`src/rtl/map_bbox_scan_if.sv`:
```
// Binary-map read handshake between the thresholding block (slave) and the
// bounding-box scanner (master).
interface map_bbox_scan_if #(
  parameter int MAP_AW = 16
);
  logic              dmn_en;
  logic              dmn_end;
  logic [MAP_AW-1:0] addra_dmn;
  logic              douta_dmn;

  modport master (
    output dmn_en,
    output addra_dmn,
    input  dmn_end,
    input  douta_dmn
  );

  modport slave (
    input  dmn_en,
    input  addra_dmn,
    output dmn_end,
    output douta_dmn
  );
endinterface

```
`src/rtl/map_bbox_scan.sv`:
```
// Raster-scans the 1-bit binary map once per frame and reports the bounding
// box and count of set pixels, owning the dmn_en/dmn_end handshake.
//
// state  | meaning
// IDLE   | waiting for start, outputs hold last result
// REQ    | dmn_en high, waiting for map valid (dmn_end)
// SCAN   | issuing one map address per cycle
// DRAIN  | waiting for the last RD_LAT reads to return
// REL    | dmn_en low, waiting for dmn_end to drop
// DONE   | publish accumulators, pulse done
module map_bbox_scan #(
  parameter int MAP_AW = 16,
  parameter int CW     = 16,
  parameter int RD_LAT = 2
) (
  input  logic              clk,
  input  logic              rst,
  input  logic              start,
  input  logic [31:0]       width,
  input  logic [31:0]       height,
  map_bbox_scan_if.master   map,
  output logic              busy,
  output logic              done,
  output logic              err,
  output logic              found,
  output logic [CW-1:0]     x_min,
  output logic [CW-1:0]     x_max,
  output logic [CW-1:0]     y_min,
  output logic [CW-1:0]     y_max,
  output logic [MAP_AW:0]   pix_cnt
);

  localparam logic [2:0] S_IDLE  = 3'd0;
  localparam logic [2:0] S_REQ   = 3'd1;
  localparam logic [2:0] S_SCAN  = 3'd2;
  localparam logic [2:0] S_DRAIN = 3'd3;
  localparam logic [2:0] S_REL   = 3'd4;
  localparam logic [2:0] S_DONE  = 3'd5;

  logic [2:0]        state;
  logic              en_r;
  logic [31:0]       w_reg;
  logic [MAP_AW-1:0] addr;
  logic [MAP_AW-1:0] last_addr;
  logic [MAP_AW-1:0] xc;
  logic [MAP_AW-1:0] yc;
  logic [2:0]        drain_cnt;
  logic              err_acc;

  logic [63:0]       total;
  logic              bad;
  logic              active;
  logic              abort;
  logic              hit;

  logic              pv [RD_LAT];
  logic [CW-1:0]     px [RD_LAT];
  logic [CW-1:0]     py [RD_LAT];

  logic              found_acc;
  logic [MAP_AW:0]   pix_acc;
  logic [CW-1:0]     xmin_acc;
  logic [CW-1:0]     xmax_acc;
  logic [CW-1:0]     ymin_acc;
  logic [CW-1:0]     ymax_acc;

  always_comb begin
    total  = {32'd0, width} * {32'd0, height};
    bad    = (width == 32'd0) || (height == 32'd0) || (total > (64'd1 << MAP_AW));
    active = (state == S_SCAN) || (state == S_DRAIN);
    abort  = active && !map.dmn_end;
    hit    = active && map.dmn_end && pv[RD_LAT-1] && map.douta_dmn;
  end

  assign busy          = (state != S_IDLE);
  assign map.dmn_en    = en_r;
  assign map.addra_dmn = addr;

  always_ff @(posedge clk or posedge rst) begin
    if (rst) begin
      state     <= S_IDLE;
      en_r      <= 1'b0;
      w_reg     <= '0;
      addr      <= '0;
      last_addr <= '0;
      xc        <= '0;
      yc        <= '0;
      drain_cnt <= '0;
      err_acc   <= 1'b0;
      done      <= 1'b0;
      err       <= 1'b0;
      found     <= 1'b0;
      x_min     <= '0;
      x_max     <= '0;
      y_min     <= '0;
      y_max     <= '0;
      pix_cnt   <= '0;
    end else begin
      done <= 1'b0;
      case (state)
        S_IDLE: begin
          if (start) begin
            w_reg     <= width;
            last_addr <= MAP_AW'(total - 64'd1);
            err_acc   <= bad;
            if (bad) begin
              state <= S_DONE;
            end else begin
              en_r  <= 1'b1;
              state <= S_REQ;
            end
          end
        end
        S_REQ: begin
          if (map.dmn_end) begin
            addr  <= '0;
            xc    <= '0;
            yc    <= '0;
            state <= S_SCAN;
          end
        end
        S_SCAN: begin
          if (abort) begin
            err_acc <= 1'b1;
            en_r    <= 1'b0;
            state   <= S_REL;
          end else if (addr == last_addr) begin
            drain_cnt <= 3'(RD_LAT - 1);
            state     <= S_DRAIN;
          end else begin
            addr <= addr + 1'b1;
            if (32'(xc) == w_reg - 32'd1) begin
              xc <= '0;
              yc <= yc + 1'b1;
            end else begin
              xc <= xc + 1'b1;
            end
          end
        end
        S_DRAIN: begin
          if (abort) begin
            err_acc <= 1'b1;
            en_r    <= 1'b0;
            state   <= S_REL;
          end else if (drain_cnt == 3'd0) begin
            en_r  <= 1'b0;
            state <= S_REL;
          end else begin
            drain_cnt <= drain_cnt - 1'b1;
          end
        end
        S_REL: begin
          if (!map.dmn_end) state <= S_DONE;
        end
        S_DONE: begin
          done    <= 1'b1;
          err     <= err_acc;
          found   <= found_acc;
          pix_cnt <= pix_acc;
          x_min   <= found_acc ? xmin_acc : '0;
          x_max   <= found_acc ? xmax_acc : '0;
          y_min   <= found_acc ? ymin_acc : '0;
          y_max   <= found_acc ? ymax_acc : '0;
          state   <= S_IDLE;
        end
        default: state <= S_IDLE;
      endcase
    end
  end

  // Coordinate tags travel alongside the outstanding reads so each returning
  // douta_dmn bit is matched to the (x,y) that requested it.
  always_ff @(posedge clk or posedge rst) begin
    if (rst) begin
      for (int i = 0; i < RD_LAT; i++) begin
        pv[i] <= 1'b0;
        px[i] <= '0;
        py[i] <= '0;
      end
    end else if (abort) begin
      for (int i = 0; i < RD_LAT; i++) pv[i] <= 1'b0;
    end else begin
      pv[0] <= (state == S_SCAN);
      px[0] <= CW'(xc);
      py[0] <= CW'(yc);
      for (int i = 1; i < RD_LAT; i++) begin
        pv[i] <= pv[i-1];
        px[i] <= px[i-1];
        py[i] <= py[i-1];
      end
    end
  end

  always_ff @(posedge clk or posedge rst) begin
    if (rst) begin
      found_acc <= 1'b0;
      pix_acc   <= '0;
      xmin_acc  <= '1;
      xmax_acc  <= '0;
      ymin_acc  <= '1;
      ymax_acc  <= '0;
    end else if (state == S_IDLE && start) begin
      found_acc <= 1'b0;
      pix_acc   <= '0;
      xmin_acc  <= '1;
      xmax_acc  <= '0;
      ymin_acc  <= '1;
      ymax_acc  <= '0;
    end else if (hit) begin
      found_acc <= 1'b1;
      pix_acc   <= pix_acc + 1'b1;
      if (px[RD_LAT-1] < xmin_acc) xmin_acc <= px[RD_LAT-1];
      if (px[RD_LAT-1] > xmax_acc) xmax_acc <= px[RD_LAT-1];
      if (py[RD_LAT-1] < ymin_acc) ymin_acc <= py[RD_LAT-1];
      if (py[RD_LAT-1] > ymax_acc) ymax_acc <= py[RD_LAT-1];
    end
  end

endmodule

```
`src/flat_wrapper.sv`:
```
// flat-port wrapper written by rule: the top's interface ports become plain ports
module map_bbox_scan_flat 
#(
  parameter int MAP_AW = 16,
  parameter int CW     = 16,
  parameter int RD_LAT = 2
)
  (clk, rst, start, width, height, busy, done, err, found, x_min, x_max, y_min, y_max, pix_cnt, map_dmn_en, map_addra_dmn, map_dmn_end, map_douta_dmn);
  map_bbox_scan_if #(.MAP_AW(MAP_AW)) map_i ();
  input  logic clk;
  input  logic rst;
  input  logic start;
  input  logic [31:0] width;
  input  logic [31:0] height;
  output logic busy;
  output logic done;
  output logic err;
  output logic found;
  output logic [CW-1:0] x_min;
  output logic [CW-1:0] x_max;
  output logic [CW-1:0] y_min;
  output logic [CW-1:0] y_max;
  output logic [MAP_AW:0] pix_cnt;
  output wire logic [$bits(map_i.dmn_en)-1:0] map_dmn_en;
  output wire logic [$bits(map_i.addra_dmn)-1:0] map_addra_dmn;
  input wire logic [$bits(map_i.dmn_end)-1:0] map_dmn_end;
  input wire logic [$bits(map_i.douta_dmn)-1:0] map_douta_dmn;
  assign map_dmn_en = map_i.dmn_en;
  assign map_addra_dmn = map_i.addra_dmn;
  assign map_i.dmn_end = map_dmn_end;
  assign map_i.douta_dmn = map_douta_dmn;
  map_bbox_scan #(.MAP_AW(MAP_AW), .CW(CW), .RD_LAT(RD_LAT)) u_core (.clk(clk), .rst(rst), .start(start), .width(width), .height(height), .map(map_i), .busy(busy), .done(done), .err(err), .found(found), .x_min(x_min), .x_max(x_max), .y_min(y_min), .y_max(y_max), .pix_cnt(pix_cnt));
endmodule
```
`config.mk`:
```
export PLATFORM = sky130hd
export DESIGN_NAME = map_bbox_scan_flat
export DESIGN_NICKNAME = d
export VERILOG_FILES = /design/src/rtl/map_bbox_scan_if.sv /design/src/rtl/map_bbox_scan.sv /design/src/flat_wrapper.sv
export SDC_FILE = /design/constraint.sdc
export NUM_CORES = 2
export LEC_CHECK = 0
export ABC_AREA = 1
export CAP_MARGIN = 15
export CORE_MARGIN = 4
export CORE_UTILIZATION = 50
export DETAILED_ROUTE_END_ITERATION = 8
export GPL_TIMING_DRIVEN = 1
export PLACE_DENSITY = 0.65
export SKIP_CTS_REPAIR_TIMING = 1
export SYNTH_ARGS = -nofsm -noshare
export SYNTH_HDL_FRONTEND = slang
export SYNTH_SLANG_ARGS = --single-unit
```
`constraint.sdc`:
```
create_clock -name clk -period 13.9 [get_ports clk]
set_clock_uncertainty 0.15 [all_clocks]
set_input_delay 3.475 -clock clk [delete_from_list [all_inputs] [get_ports clk]]
set_output_delay 3.475 -clock clk [all_outputs]
set_load 0.02 [all_outputs]
```
# Word level (Yosys, flattened, before mapping)
# Index checks and enable logic that the tools add are counted.
# classes
add_sub_neg,7
n_mul,1
div,0
order_cmp,5
n_eq_ne,21
shifts,0
muxes,57
bitwise,0
reduce_logical,35
# op_table
operator,n
$mux 16,25
$pmux 16 s2,3
$gt 64x17->1 const B,1
$logic_not 32->1,2
$mul 32x32->64,1
$add 16x1->16 const B,3
$mux 3,12
$mux 17,2
$eq 16x32->1,1
$gt 16x16->1,2
$lt 16x16->1,2
$sub 32x1->32 const B,1
$ne 2x2->1 const B,10
$reduce_and 5->1,4
$add 17x1->17 const B,1
$eq 16x16->1,1
$reduce_bool 2->1,8
$sub 16x1->16 const B,1
$pmux 3 s5,1
$mux 1,10
$reduce_and 2->1,5
$eq 3x2->1 const B,2
$eq 3x3->1 const B,2
$logic_not 3->1,2
other kinds (15),24
# totals
ff_bits,336
latch_bits,0
mem_bits_rw,0
rom_bits,0
in_bits,69
output_inout_bits,102
mem_count,0

# Depth between registers and ports, before layout
# logic_depth
ltp_word,7
depth_mapped,42
depth_no_buf,40

# Worst setup path after synthesis
# No wires, ideal clock.
# synth_timing
path_type,in2reg
startpoint,input port width[28]
endpoint,"register u_core.en_r, in the netlist u_core.map.dmn_en"
setup_time_ns,0.117
arrival_time_ns,9.970
setup_slack_ns,3.663
path_stages,34
path_buffers,2
cell_sequence,clkbuf_1 > clkbuf_1 > nand2_1 > fa_1 > inv_1 > fa_1 > fa_1 > inv_1 > fa_1 > inv_1 > fa_1 > fa_1 > fa_1 > inv_1 > fa_1 > inv_1 > ha_1 > nand2_1 > nor2_1 > nand2_1 > nor4_1 > nand2_1 > nand2_1 > nor2_1 > nor2_1 > nand2_1 > nor2_1 > nand2_1 > nor2_1 > nand2_1 > nand2_1 > nand2_1 > nand2_1 > nand2_1
# synth_between
elab_chain_cells,5
elab_cells_between_ends,7
classes_between,mul (1); order compare (1); eq/ne (1); reduce/logical (4)
# synth_lines
item,line_no,rtl
"start, declared",flat_wrapper.sv:13,input logic [31:0] width;
$mul 32x32->64 / $logic_not 32->1 (equally long branches),"map_bbox_scan.sv:68, map_bbox_scan.sv:69",
$gt 64x17->1 / $logic_or 1x1->1 (equally long branches),map_bbox_scan.sv:69,bad = (width == 32'd0) || (height == 32'd0) || (total > (64'd1 << MAP_AW));
$logic_or 1x1->1 *,map_bbox_scan.sv:69,
$ne 2x2->1 (no source line) *,-,
$reduce_and 5->1 (no source line) *,-,
"end signal, assigned",map_bbox_scan.sv:82,en_r <= 1'b0;
"end signal, assigned",map_bbox_scan.sv:109,en_r <= 1'b1;
"end signal, assigned",map_bbox_scan.sv:125,en_r <= 1'b0;
"end, declared",map_bbox_scan.sv:41,logic en_r;
# Every way passes the cells marked *; elsewhere a longest branch is shown, timed or not.
# A chain may end at the register's enable or synchronous reset.

# Final worst setup path
# layout_timing
startpoint,input port width[11]
endpoint,"register u_core.en_r, in the netlist u_core.map.dmn_en"
# Same word-level chain as after synthesis.

==> results.py <==
metrics = {
    "synthesis": {
        "synthCells": 6945,
        "synth_largest_area_cell": "fa_1",
        "avgSynthCellArea_sq_um": 7.61,
        "ys_top_cells_by_area": "fa_1 (34%), nand2_1 (15%), dfrtp_1 (14%)",
        "synth_cell_types": 54,
        "yosysSeqAreaShare_pct": 16.0,
        "synth_area_sq_um": 52800,
        "synth_edf_count": 0,
        "syn_nets": 8243,
        "synth_top_cell_area_share_pct": 33.9,
        "yosys_warnings": 0,
        "ys_async_sr_fraction_pct": 100,
        "synth_seq_cells": 336,
        "ys.flop_type": "dfrtp_1",
    },
    "placement": {
        "place_inst": 8272,
        "dpl.hpwl_microns": 120000,
        "globalplace.congestion": 0.933,
        "io_buffers": 170,
    },
    "clock_network": {
        "cts_max_path_buffers": 3,
        "path_clk_slew_ns": 0.06,
        "cts_sinks": 336,
        "cts_tree": "done",
        "root_buffer": "clkbuf_16",
        "cts_htree_levels": 1,
        "numCtsBuffers": 31,
        "clk_latency_ns": 0.60,
    },
    "critical_path": {
        "crit_slowest_cell": "clkdlybuf4s50_1",
        "critical_path_class": "primary input to flip-flop",
        "critPathCaptureType": "flip-flop",
        "critical_path.max_stage_delay_ns": 1.06,
        "startpoint_type": "primary input",
        "critical_path_arrival_ns": 12.14,
        "required_ns": 14.24,
        "r2r_setup_slack_ns": 9.97,
        "rr_worst_depth": 13,
        "rr_startpoint": "u_core.state[0]",
        "reg2reg_to": "u_core.ymax_acc[1]",
        "crit_top_cell": "nand2_1",
        "crit_fanout": 14,
    },
    "timing": {
        "hold_viol_final": 0,
        "slew_headroom_pct": 19.0,
        "finalSetupViolations": 0,
        "slew_viol_final": 0,
        "tns_ns": 0,
        "period_minus_slack_ns": 11.80,
        "tightest_slew_ns": 1.21,
        "fin_crit_sh_pct": 84.9,
        "rsz0062_at_grt": "no",
        "fmax_mhz": 84.7,
    },
    "job": {
        "max_cap_viol_count": 0,
    },
    "min_path": {
        "holdPathStages": 2,
        "holdCritPathClass": "flip-flop to flip-flop",
        "min_to": "u_core.pv[0]",
        "hold_start": "u_core.pv[1]",
    },
    "detailed_routing": {
        "ant_nets": 0,
        "wl_per_cell_microns": 17.7,
        "dr.first_iter.drc_count": 2636,
        "drc": 0,
        "routed_wl_microns": 147000,
        "firstDrtPassIters": 6,
        "vias_per_cell": 5.10,
        "vias": 42500,
    },
    "status": {
        "status": "complete, no violations",
    },
    "global_route": {
        "globalRoute.totalOverflow": 0,
        "grt_pass1_vias": 44600,
        "antenna_found_initial": 2,
        "grt_max_degree": 155,
        "grt_use_total_pct": 26.9,
        "grt_first_pass_wirelength_microns": 239000,
    },
    "floorplan": {
        "die_h_microns": 333,
        "ios": 171,
        "die-area_sq_um": 111000,
        "core-area_sq_um": 104000,
        "die_x_microns": 333,
        "start_util_pct": 50.7,
        "rows": 118,
    },
    "layout": {
        "stdcell_count": 8332,
        "fillers": 10200,
        "final_nets": 8224,
        "drive_gt1_share_pct": 3.57,
        "multiInputGateArea_sq_um": 36100,
        "syn_to_final_growth_pct": 7.70,
        "ff_latch_area_sq_um": 8450,
        "utilization_pct": 54.6,
    },
}
[cell families (layout without fill, tap and decap cells)]
kind of cell	count (synthesis)	in the layout	share of synthesized area, %
simple gates	2635	2635	20.1
compound gates	426	426	4.37
mux	11	11	0.234
flops	336	336	16.0
xor+xnor	106	106	1.76
buf+inv	2202	2208	15.7
other cells	0	1	0
fa+ha+maj	1229	1229	41.8
[critical path, delay by kind of cell]
kind	cells	cell delay, ns
fa+ha+maj	9	4.32
simple gates	20	2.36
buf+inv	6	1.92
[synthesized netlist by cell type (all sizes together) (4+ instances only)]
master	n
nand2	2047
inv	1879
fa	896
ha	333
nor2	319
clkbuf	308
dfrtp	304
o21ai	214
a21oi	131
nand3	98
xor2	81
nand4	72
nor3	54
dfstp	32
o22ai	32
xnor2	25
nand3b	23
o211ai	17
buf	13
mux2	11
nor4	10
o21bai	9
o21a	5
and2	4
o31ai	4
or2	4
[layout by cell type (no fill, tap or decap), types with 4 or more instances in the layout]
cell type,n
clkbuf_16,31
and2_1,4
dfrtp_1,304
clkbuf_8,6
o31ai_1,4
nor4_1,8
nor3_2,5
buf_12,5
inv_2,5
nor2_2,9
buf_4,93
nor2_4,12
nand4_1,71
nand3b_1,23
o211ai_1,17
mux2_2,11
fa_1,896
nor3_1,49
inv_1,1872
nand2_1,2042
clkinv_2,11
a21oi_1,131
nor2_1,296
dfstp_2,32
ha_1,333
o21bai_1,9
o21ai_0,212
o21a_1,5
xor2_1,81
clkbuf_1,5
o22ai_1,32
buf_2,4
xnor2_1,25
nand3_1,95
clkdlybuf4s50_1,166
[how the worst max path moves through the flow]
stage          startpoint                 to  slack [ns]
6_report        width[11]  u_core.map.dmn_en        2.10
5_1_grt         width[11]  u_core.map.dmn_en        1.69
4_1_cts         width[11]  u_core.map.dmn_en        2.21
3_5_place_dp    width[11]  u_core.map.dmn_en        1.60
3_3_place_gp    width[11]  u_core.map.dmn_en        1.51
2_1_floorplan         rst        u_core.done        1.02
[routing by layer]
metal / track usage (%) / share of wire [%] / vias to the layer above
met4: 10.3 / 4.5 / 2
met1: 33.7 / 40 / 21000
met3: 2.22 / 4.9 / 341
met2: 48.3 / 51 / 1189
li1: - / - / 19900
met5: 0 / 0.0075 / -
[final cells by class]
class,count,share of cell area (%)
Antenna cell,1,0.00440
Inverter,1881,12.4
Timing Repair Buffer,269,4.41
Clock inverter,16,0.268
Tap cell,1380,3.03
Multi-Input combinational cell,4407,63.5
Clock buffer,42,1.54
Sequential cell,336,14.8
[metrics by stage]
stage | instance area [sq um] | hold slack [ns] | setup slack [ns]
2_1_floorplan | 52800 | 0.263 | 1.02
3_3_place_gp | 55800 | 0.265 | 1.51
3_5_place_dp | 55800 | 0.278 | 1.60
4_1_cts | 56900 | 0.295 | 2.21
5_1_grt | 56900 | 0.330 | 1.69
6_report | 56900 | 0.294 | 2.10
Power is left out: the tool's default activity adds up to more than one toggle a clock period on the data nets, which glitch-free logic cannot reach.
